[config.mk]
export PLATFORM = sky130hd
export DESIGN_NAME = dsm_hop_sequencer_flat
export DESIGN_NICKNAME = d
export VERILOG_FILES = /design/src/rtl/dsm_hop_sequencer_if.sv /design/src/rtl/dsm_hop_sequencer.sv /design/src/flat_wrapper.sv
export SDC_FILE = /design/constraint.sdc
export NUM_CORES = 1
export LEC_CHECK = 0
export ABC_AREA = 1
export ABC_CLOCK_PERIOD_IN_PS = 3700
export BUFFER_PORTS_ARGS = -buffer_cell sky130_fd_sc_hd__buf_2
export CAP_MARGIN = 0
export CELL_PAD_IN_SITES_DETAIL_PLACEMENT = 0
export CELL_PAD_IN_SITES_GLOBAL_PLACEMENT = 1
export CORE_ASPECT_RATIO = 1.4
export CORE_UTILIZATION = 49
export CTS_CLUSTER_SIZE = 40
export DETAILED_ROUTE_END_ITERATION = 7
export PLACE_DENSITY = 0.86
export SETUP_SLACK_MARGIN = 0.1
export SYNTH_ARGS = -nofsm -noshare
export SYNTH_HDL_FRONTEND = slang
export SYNTH_SLANG_ARGS = --single-unit
export TNS_END_PERCENT = 100
[constraint.sdc]
create_clock -name clk -period 3.7 [get_ports clk]
set_clock_uncertainty 0.1 [all_clocks]
set_input_delay 0 -clock clk [delete_from_list [all_inputs] [get_ports clk]]
set_output_delay 0 -clock clk [all_outputs]
set_load 0.01 [all_outputs]
[src/rtl/dsm_hop_sequencer_if.sv]
// Hop-sequencer bus: table configuration, run control, and the registered words that drive the DSM core.
interface dsm_hop_sequencer_if #(
    parameter int NUM_ENTRIES = 4,
    parameter int DWELL_W     = 8
);
    localparam int AW = $clog2(NUM_ENTRIES);

    logic               cfg_we;
    logic [AW-1:0]      cfg_addr;
    logic [3:0]         cfg_int;
    logic [15:0]        cfg_frac;
    logic [DWELL_W-1:0] cfg_dwell;
    logic               start;
    logic               stop;
    logic               loop_en;
    logic [3:0]         core_in_i;
    logic [15:0]        core_in_f;
    logic               core_rst_n;
    logic               out_valid;
    logic               busy;
    logic [AW-1:0]      entry_idx;
    logic               done;

    modport master (
        output cfg_we, cfg_addr, cfg_int, cfg_frac, cfg_dwell, start, stop, loop_en,
        input  core_in_i, core_in_f, core_rst_n, out_valid, busy, entry_idx, done
    );

    modport slave (
        input  cfg_we, cfg_addr, cfg_int, cfg_frac, cfg_dwell, start, stop, loop_en,
        output core_in_i, core_in_f, core_rst_n, out_valid, busy, entry_idx, done
    );
endinterface

[src/rtl/dsm_hop_sequencer.sv]
// Steps a DSM core through a hop table: clear, then per entry SETTLE_CYC blanked cycles and D valid cycles.
// All outputs registered (one cycle from inputs); no backpressure, stop aborts to IDLE on the next edge.
module dsm_hop_sequencer #(
    parameter int NUM_ENTRIES = 4,
    parameter int DWELL_W     = 8,
    parameter int SETTLE_CYC  = 2
) (
    input logic               clk,
    input logic               rst_n,
    dsm_hop_sequencer_if.slave hop
);
    localparam int AW = $clog2(NUM_ENTRIES);
    localparam int SW = $clog2(SETTLE_CYC + 1);
    localparam int CW = (DWELL_W > SW) ? DWELL_W : SW;
    localparam logic [AW-1:0] LAST    = AW'(NUM_ENTRIES - 1);
    localparam logic [AW-1:0] IDX_ONE = AW'(1);
    localparam logic [CW-1:0] CNT_ONE = CW'(1);
    localparam logic [CW-1:0] SETTLE_LOAD = CW'(SETTLE_CYC - 1);

    typedef enum logic [2:0] {S_IDLE, S_CLEAR, S_SETTLE, S_DWELL, S_DONE} state_t;

    state_t             state, state_nxt;
    logic [CW-1:0]      cnt, cnt_nxt;
    logic [AW-1:0]      idx_nxt;
    logic [3:0]         ci_nxt;
    logic [15:0]        cf_nxt;
    logic [3:0]         wr_int;
    logic [DWELL_W-1:0] wr_dwell;

    logic [3:0]         tbl_int   [NUM_ENTRIES];
    logic [15:0]        tbl_frac  [NUM_ENTRIES];
    logic [DWELL_W-1:0] tbl_dwell [NUM_ENTRIES];

    // Integer word kept inside the range the core's modulus can realise.
    always_comb begin
        wr_int = hop.cfg_int;
        if (hop.cfg_int < 4'd3)
            wr_int = 4'd3;
        else if (hop.cfg_int > 4'd11)
            wr_int = 4'd11;
        wr_dwell = (hop.cfg_dwell == '0) ? DWELL_W'(1) : hop.cfg_dwell;
    end

    always_ff @(posedge clk or negedge rst_n) begin
        if (!rst_n) begin
            for (int i = 0; i < NUM_ENTRIES; i++) begin
                tbl_int[i]   <= 4'd3;
                tbl_frac[i]  <= '0;
                tbl_dwell[i] <= DWELL_W'(1);
            end
        end else if (state == S_IDLE && hop.cfg_we) begin
            tbl_int[hop.cfg_addr]   <= wr_int;
            tbl_frac[hop.cfg_addr]  <= hop.cfg_frac;
            tbl_dwell[hop.cfg_addr] <= wr_dwell;
        end
    end

    always_ff @(posedge clk or negedge rst_n) begin
        if (!rst_n)
            state <= S_IDLE;
        else
            state <= state_nxt;
    end

    always_comb begin
        state_nxt = state;
        cnt_nxt   = cnt;
        idx_nxt   = hop.entry_idx;
        ci_nxt    = hop.core_in_i;
        cf_nxt    = hop.core_in_f;
        if (state != S_IDLE && hop.stop) begin
            state_nxt = S_IDLE;
        end else begin
            case (state)
                S_IDLE: begin
                    if (hop.start && !hop.stop) begin
                        state_nxt = S_CLEAR;
                        idx_nxt   = '0;
                    end
                end
                S_CLEAR: begin
                    state_nxt = S_SETTLE;
                    cnt_nxt   = SETTLE_LOAD;
                    ci_nxt    = tbl_int[hop.entry_idx];
                    cf_nxt    = tbl_frac[hop.entry_idx];
                end
                S_SETTLE: begin
                    if (cnt == '0) begin
                        state_nxt = S_DWELL;
                        cnt_nxt   = CW'(tbl_dwell[hop.entry_idx]) - CNT_ONE;
                    end else begin
                        cnt_nxt = cnt - CNT_ONE;
                    end
                end
                S_DWELL: begin
                    if (cnt == '0) begin
                        if (hop.entry_idx != LAST || hop.loop_en) begin
                            idx_nxt   = (hop.entry_idx == LAST) ? '0 : hop.entry_idx + IDX_ONE;
                            state_nxt = S_SETTLE;
                            cnt_nxt   = SETTLE_LOAD;
                            ci_nxt    = tbl_int[idx_nxt];
                            cf_nxt    = tbl_frac[idx_nxt];
                        end else begin
                            state_nxt = S_DONE;
                        end
                    end else begin
                        cnt_nxt = cnt - CNT_ONE;
                    end
                end
                S_DONE:  state_nxt = S_IDLE;
                default: state_nxt = S_IDLE;
            endcase
        end
    end

    // Status flags are decoded from the next state so each one is a flop, not a decode of state.
    always_ff @(posedge clk or negedge rst_n) begin
        if (!rst_n) begin
            cnt            <= '0;
            hop.entry_idx  <= '0;
            hop.core_in_i  <= '0;
            hop.core_in_f  <= '0;
            hop.core_rst_n <= 1'b0;
            hop.busy       <= 1'b0;
            hop.out_valid  <= 1'b0;
            hop.done       <= 1'b0;
        end else begin
            cnt            <= cnt_nxt;
            hop.entry_idx  <= idx_nxt;
            hop.core_in_i  <= ci_nxt;
            hop.core_in_f  <= cf_nxt;
            hop.core_rst_n <= (state_nxt != S_CLEAR);
            hop.busy       <= (state_nxt != S_IDLE);
            hop.out_valid  <= (state_nxt == S_DWELL);
            hop.done       <= (state_nxt == S_DONE);
        end
    end
endmodule
[src/flat_wrapper.sv]
// flat-port wrapper written by rule: the top's interface ports become plain ports
module dsm_hop_sequencer_flat 
#(
    parameter int NUM_ENTRIES = 4,
    parameter int DWELL_W     = 8,
    parameter int SETTLE_CYC  = 2
)
  (clk, rst_n, hop_cfg_we, hop_cfg_addr, hop_cfg_int, hop_cfg_frac, hop_cfg_dwell, hop_start, hop_stop, hop_loop_en, hop_core_in_i, hop_core_in_f, hop_core_rst_n, hop_out_valid, hop_busy, hop_entry_idx, hop_done);
  dsm_hop_sequencer_if #(.NUM_ENTRIES(NUM_ENTRIES), .DWELL_W(DWELL_W)) hop_i ();
  input logic clk;
  input logic rst_n;
  input wire logic [$bits(hop_i.cfg_we)-1:0] hop_cfg_we;
  input wire logic [$bits(hop_i.cfg_addr)-1:0] hop_cfg_addr;
  input wire logic [$bits(hop_i.cfg_int)-1:0] hop_cfg_int;
  input wire logic [$bits(hop_i.cfg_frac)-1:0] hop_cfg_frac;
  input wire logic [$bits(hop_i.cfg_dwell)-1:0] hop_cfg_dwell;
  input wire logic [$bits(hop_i.start)-1:0] hop_start;
  input wire logic [$bits(hop_i.stop)-1:0] hop_stop;
  input wire logic [$bits(hop_i.loop_en)-1:0] hop_loop_en;
  output wire logic [$bits(hop_i.core_in_i)-1:0] hop_core_in_i;
  output wire logic [$bits(hop_i.core_in_f)-1:0] hop_core_in_f;
  output wire logic [$bits(hop_i.core_rst_n)-1:0] hop_core_rst_n;
  output wire logic [$bits(hop_i.out_valid)-1:0] hop_out_valid;
  output wire logic [$bits(hop_i.busy)-1:0] hop_busy;
  output wire logic [$bits(hop_i.entry_idx)-1:0] hop_entry_idx;
  output wire logic [$bits(hop_i.done)-1:0] hop_done;
  assign hop_i.cfg_we = hop_cfg_we;
  assign hop_i.cfg_addr = hop_cfg_addr;
  assign hop_i.cfg_int = hop_cfg_int;
  assign hop_i.cfg_frac = hop_cfg_frac;
  assign hop_i.cfg_dwell = hop_cfg_dwell;
  assign hop_i.start = hop_start;
  assign hop_i.stop = hop_stop;
  assign hop_i.loop_en = hop_loop_en;
  assign hop_core_in_i = hop_i.core_in_i;
  assign hop_core_in_f = hop_i.core_in_f;
  assign hop_core_rst_n = hop_i.core_rst_n;
  assign hop_out_valid = hop_i.out_valid;
  assign hop_busy = hop_i.busy;
  assign hop_entry_idx = hop_i.entry_idx;
  assign hop_done = hop_i.done;
  dsm_hop_sequencer #(.NUM_ENTRIES(NUM_ENTRIES), .DWELL_W(DWELL_W), .SETTLE_CYC(SETTLE_CYC)) u_core (.clk(clk), .rst_n(rst_n), .hop(hop_i));
endmodule
==> impl_metrics.yaml <==
status:
  status: "complete, no violations"
timing:
  setup_ws_ps: 959.8
  fin_crit_ps: 2740
  max_slew_margin_pct: 24.90
  finalSetupTns_ps: 0
  finalCritPeriodShare_pct: 74.06
  final_hold_viol_count: 0
  grt_setup_unrepaired: "false"
  setup_violations: 0
  fmax_mhz: 364.9
  worst_pin_slew_ps: 1124
  slew_violations: 0
flow_run:
  maxCapViolCount: 0
global_routing:
  grtUsageMet1_pct: 33.48
  grt_pass1_vias: 6454
  antenna_found_initial: 0
  grtUsageMet2_pct: 44.55
  grt_use_met3_pct: 4.518
  grt_pass1_wl_um: 32620
  top_usage_layer: "met2"
  grt_max_degree: 99
  grt_usage_pct: 26.30
  grt_overflow: 0
layout:
  design_area_um2: 9180
  fill_cells: 1420
  fin_nets: 1073
  drive_above_1_share_pct: 16.54
  areaGrowthSynthToFinish_pct: 18.24
  diodes: 0
drt:
  drc: 0
  wl_per_cell_um: 15.75
  postRouteWirelength_um: 19570
  viasPerCell: 5.370
  ant_nets: 0
  via_count: 6669
  first_pass_iters: 5
  dr.first_iter.drc_count: 399
clock_tree:
  cts_resized: 0
  cts_max_path_buffers: 2
  cts_hold_buf: 39
  clkSinkCount: 149
  clk_latency_ps: 430
  cts_setup_buffers: 0
  cts_tree: "built"
  clk_pin_slew_ps: 60
  numCtsBuffers: 17
  root_buffer: "clkbuf_16"
  htreeDepth: 4
yosys:
  netlist_instances: 954
  synth_commonest_cells: "181 x nand2_1, 156 x o21ai_0, 137 x dfrtp_1"
  synth_edf_count: 0
  yosysTopAreaCell: "dfrtp_1"
  ys_types: 42
  ys.flop_type: "dfrtp_1"
  synth_most_common_cell: "nand2_1"
  yosysWarnings: 0
  synth_area_leaders: "dfrtp_1 44%, o21ai_0 10%, nand2_1 8.8%"
  synth.avg_cell_area_um2: 8.138
  netlist_area_um2: 7764
  syn-num-nets: 994
  synth-seq-cells: 149
  ys_async_sr_fraction_pct: 100.0
  yosysTopAreaCellShare_pct: 44.16
  ys_seq_area_share_pct: 48.22
power_and_ir_drop:
  combinationalPowerShare_pct: 35.8
  leakage_nw: 4.216
  seqPwrFrac_pct: 39.7
  ir_drop_v: 0.0004506
  clkPwrFrac_pct: 24.5
  switching_share_pct: 37.18
  p_int_mw: 4.506
  powerDensity_nw_per_um2: 781.3
  switching_power_mw: 2.667
floorplan:
  initial_core_util_pct: 49.96
  die_w_um: 108.4
  core_um2: 15540
  rows: 54
  io_pins: 62
  fp.dieH_um: 150.9
  die-area_um2: 16360
place:
  dpl_cell_area_um2: 8192
  gp_congestion: 0.8041
  io_buffers: 61
  hpwlAfterDp_um: 12180
  place_ws_ps: 1129
setup_path:
  cp.required_ps: 3960
  end_kind: "register"
  cp_num_buf_inv: 3
  crit_arrival_ps: 3000
  crit_chain: "ha_1 -> inv_1 -> nor2_1 -> inv_1 -> nor4_1 -> dlygate4sd3_1"
  crit_top_cell: "inv_1"
  critPathMaxStageDelay_ps: 800
  cp_max_fo: 17
  crit_family: "flip-flops"
  critPathKind: "register to register"
  critical-path-slowest-cell: "dfrtp_1"
  cp-start-kind: "register"
worst_hold_path:
  hp-class: "input pin to asynchronous set/reset pin"
-- worst paths after layout --
kind / cells after the start / endpoint / startpoint / slack (ps)
max in group asynchronous: 3 / u_core.tbl_int[0]$_DFFE_PN1P_ / rst_n / 2330
min in group clk: 5 / u_core.tbl_dwell[5]$_DFFE_PN0P_ / hop_cfg_we / 130
hold / removal: 2 / u_core.tbl_frac[58]$_DFFE_PN0P_ / rst_n / 120
hold reg to reg: 2 / u_core.tbl_int[0]$_DFFE_PN1P_ / u_core.tbl_int[0]$_DFFE_PN1P_ / 410
setup / recovery: 6 / u_core.state[2]$_DFF_PN0_ / u_core.hop.entry_idx[1]$_DFFE_PN0P_ / 960
setup reg to reg: 6 / u_core.state[2]$_DFF_PN0_ / u_core.hop.entry_idx[1]$_DFFE_PN0P_ / 960
-- power by group through the flow --
stage               clock [mW]  combinational, mW  sequential (mW)
finish                    1.76               2.57             2.85
global route              1.86               2.95             2.94
CTS                       1.79               2.59             2.84
detailed placement           0               2.53             2.86
global placement             0               2.50             2.84
floorplan                    0               1.87             2.82
-- logic make-up (layout without fill, tap and decap cells) --
family	after synthesis	count (layout)	share of synthesized area (%)
AOI/OAI and AO/OA	289	289	19.81
xor gates and xnor gates	5	5	0.5640
adders and majority gates	4	4	0.6447
buffers and inverters	177	269	9.331
DFF	149	149	48.22
muxes	32	32	4.641
and+or+nand+nor	298	298	16.79
-- sequential cells by signal, summed over array words and instances, names as in the netlist --
register / flops
u_core.hop.done: 1
u_core.hop.entry_idx: 2
u_core.hop.out_valid: 1
u_core.tbl_dwell: 32
u_core.tbl_int: 16
u_core.tbl_frac: 64
u_core.cnt: 8
u_core.state: 3
u_core.hop.core_in_f: 16
u_core.hop.busy: 1
u_core.hop.core_rst_n: 1
u_core.hop.core_in_i: 4
-- routing by layer --
layer / vias to the layer above / wire length (µm)
met5: - / 0
met4: 0 / 379
met3: 33 / 734
met2: 167 / 9902
met1: 3160 / 8549
li1: 3309 / -
-- per-stage QoR --
| step | util (%) | hold WS (ps) | std cells | power, mW |
|---|---|---|---|---|
| floorplan | - | -395.6 | 954 | 4.681 |
| global placement | 52.71 | 64.14 | 1171 | 5.340 |
| detailed placement | 52.71 | 65.44 | 1171 | 5.382 |
| CTS | 59.07 | 112.6 | 1242 | 7.212 |
| global route | 59.07 | 145.5 | 1242 | 7.744 |
| finish | 59.07 | 124.0 | 1242 | 7.172 |
-- worst register-to-register path: cells and delay by family, from the launching register on --
kind / cells / cell delay (ps)
simple gates: 2 / 650
buf+inv: 3 / 790
fa+ha+maj: 1 / 340
flops: 1 / 800
-- cell type report --
| type | instances | area, µm² | share of cell area (%) |
|---|---|---|---|
| clock inverter | 13 | 155.1 | 1.690 |
| multi-input combinational | 628 | 3303 | 35.98 |
| inverter | 121 | 454.2 | 4.948 |
| clock buffer | 19 | 442.9 | 4.825 |
| timing repair buffer | 116 | 834.6 | 9.091 |
| sequential | 149 | 3745 | 40.79 |
| tap | 196 | 245.2 | 2.671 |
-- layout by cell type (no fill, tap or decap), drive strengths merged, types with 4 or more instances in the layout --
master	netlist	routed
nor3	8	8
clkinv	1	7
clkbuf	24	19
nor2	51	51
dfrtp	137	137
o21ai	178	178
o211ai	20	20
mux2	32	32
buf	32	77
inv	120	121
a21oi	82	82
dlygate4sd3	0	39
ha	4	4
nand2	182	182
xor2	4	4
dfstp	12	12
nand3	47	47
Power figures use the tool's default switching activity.
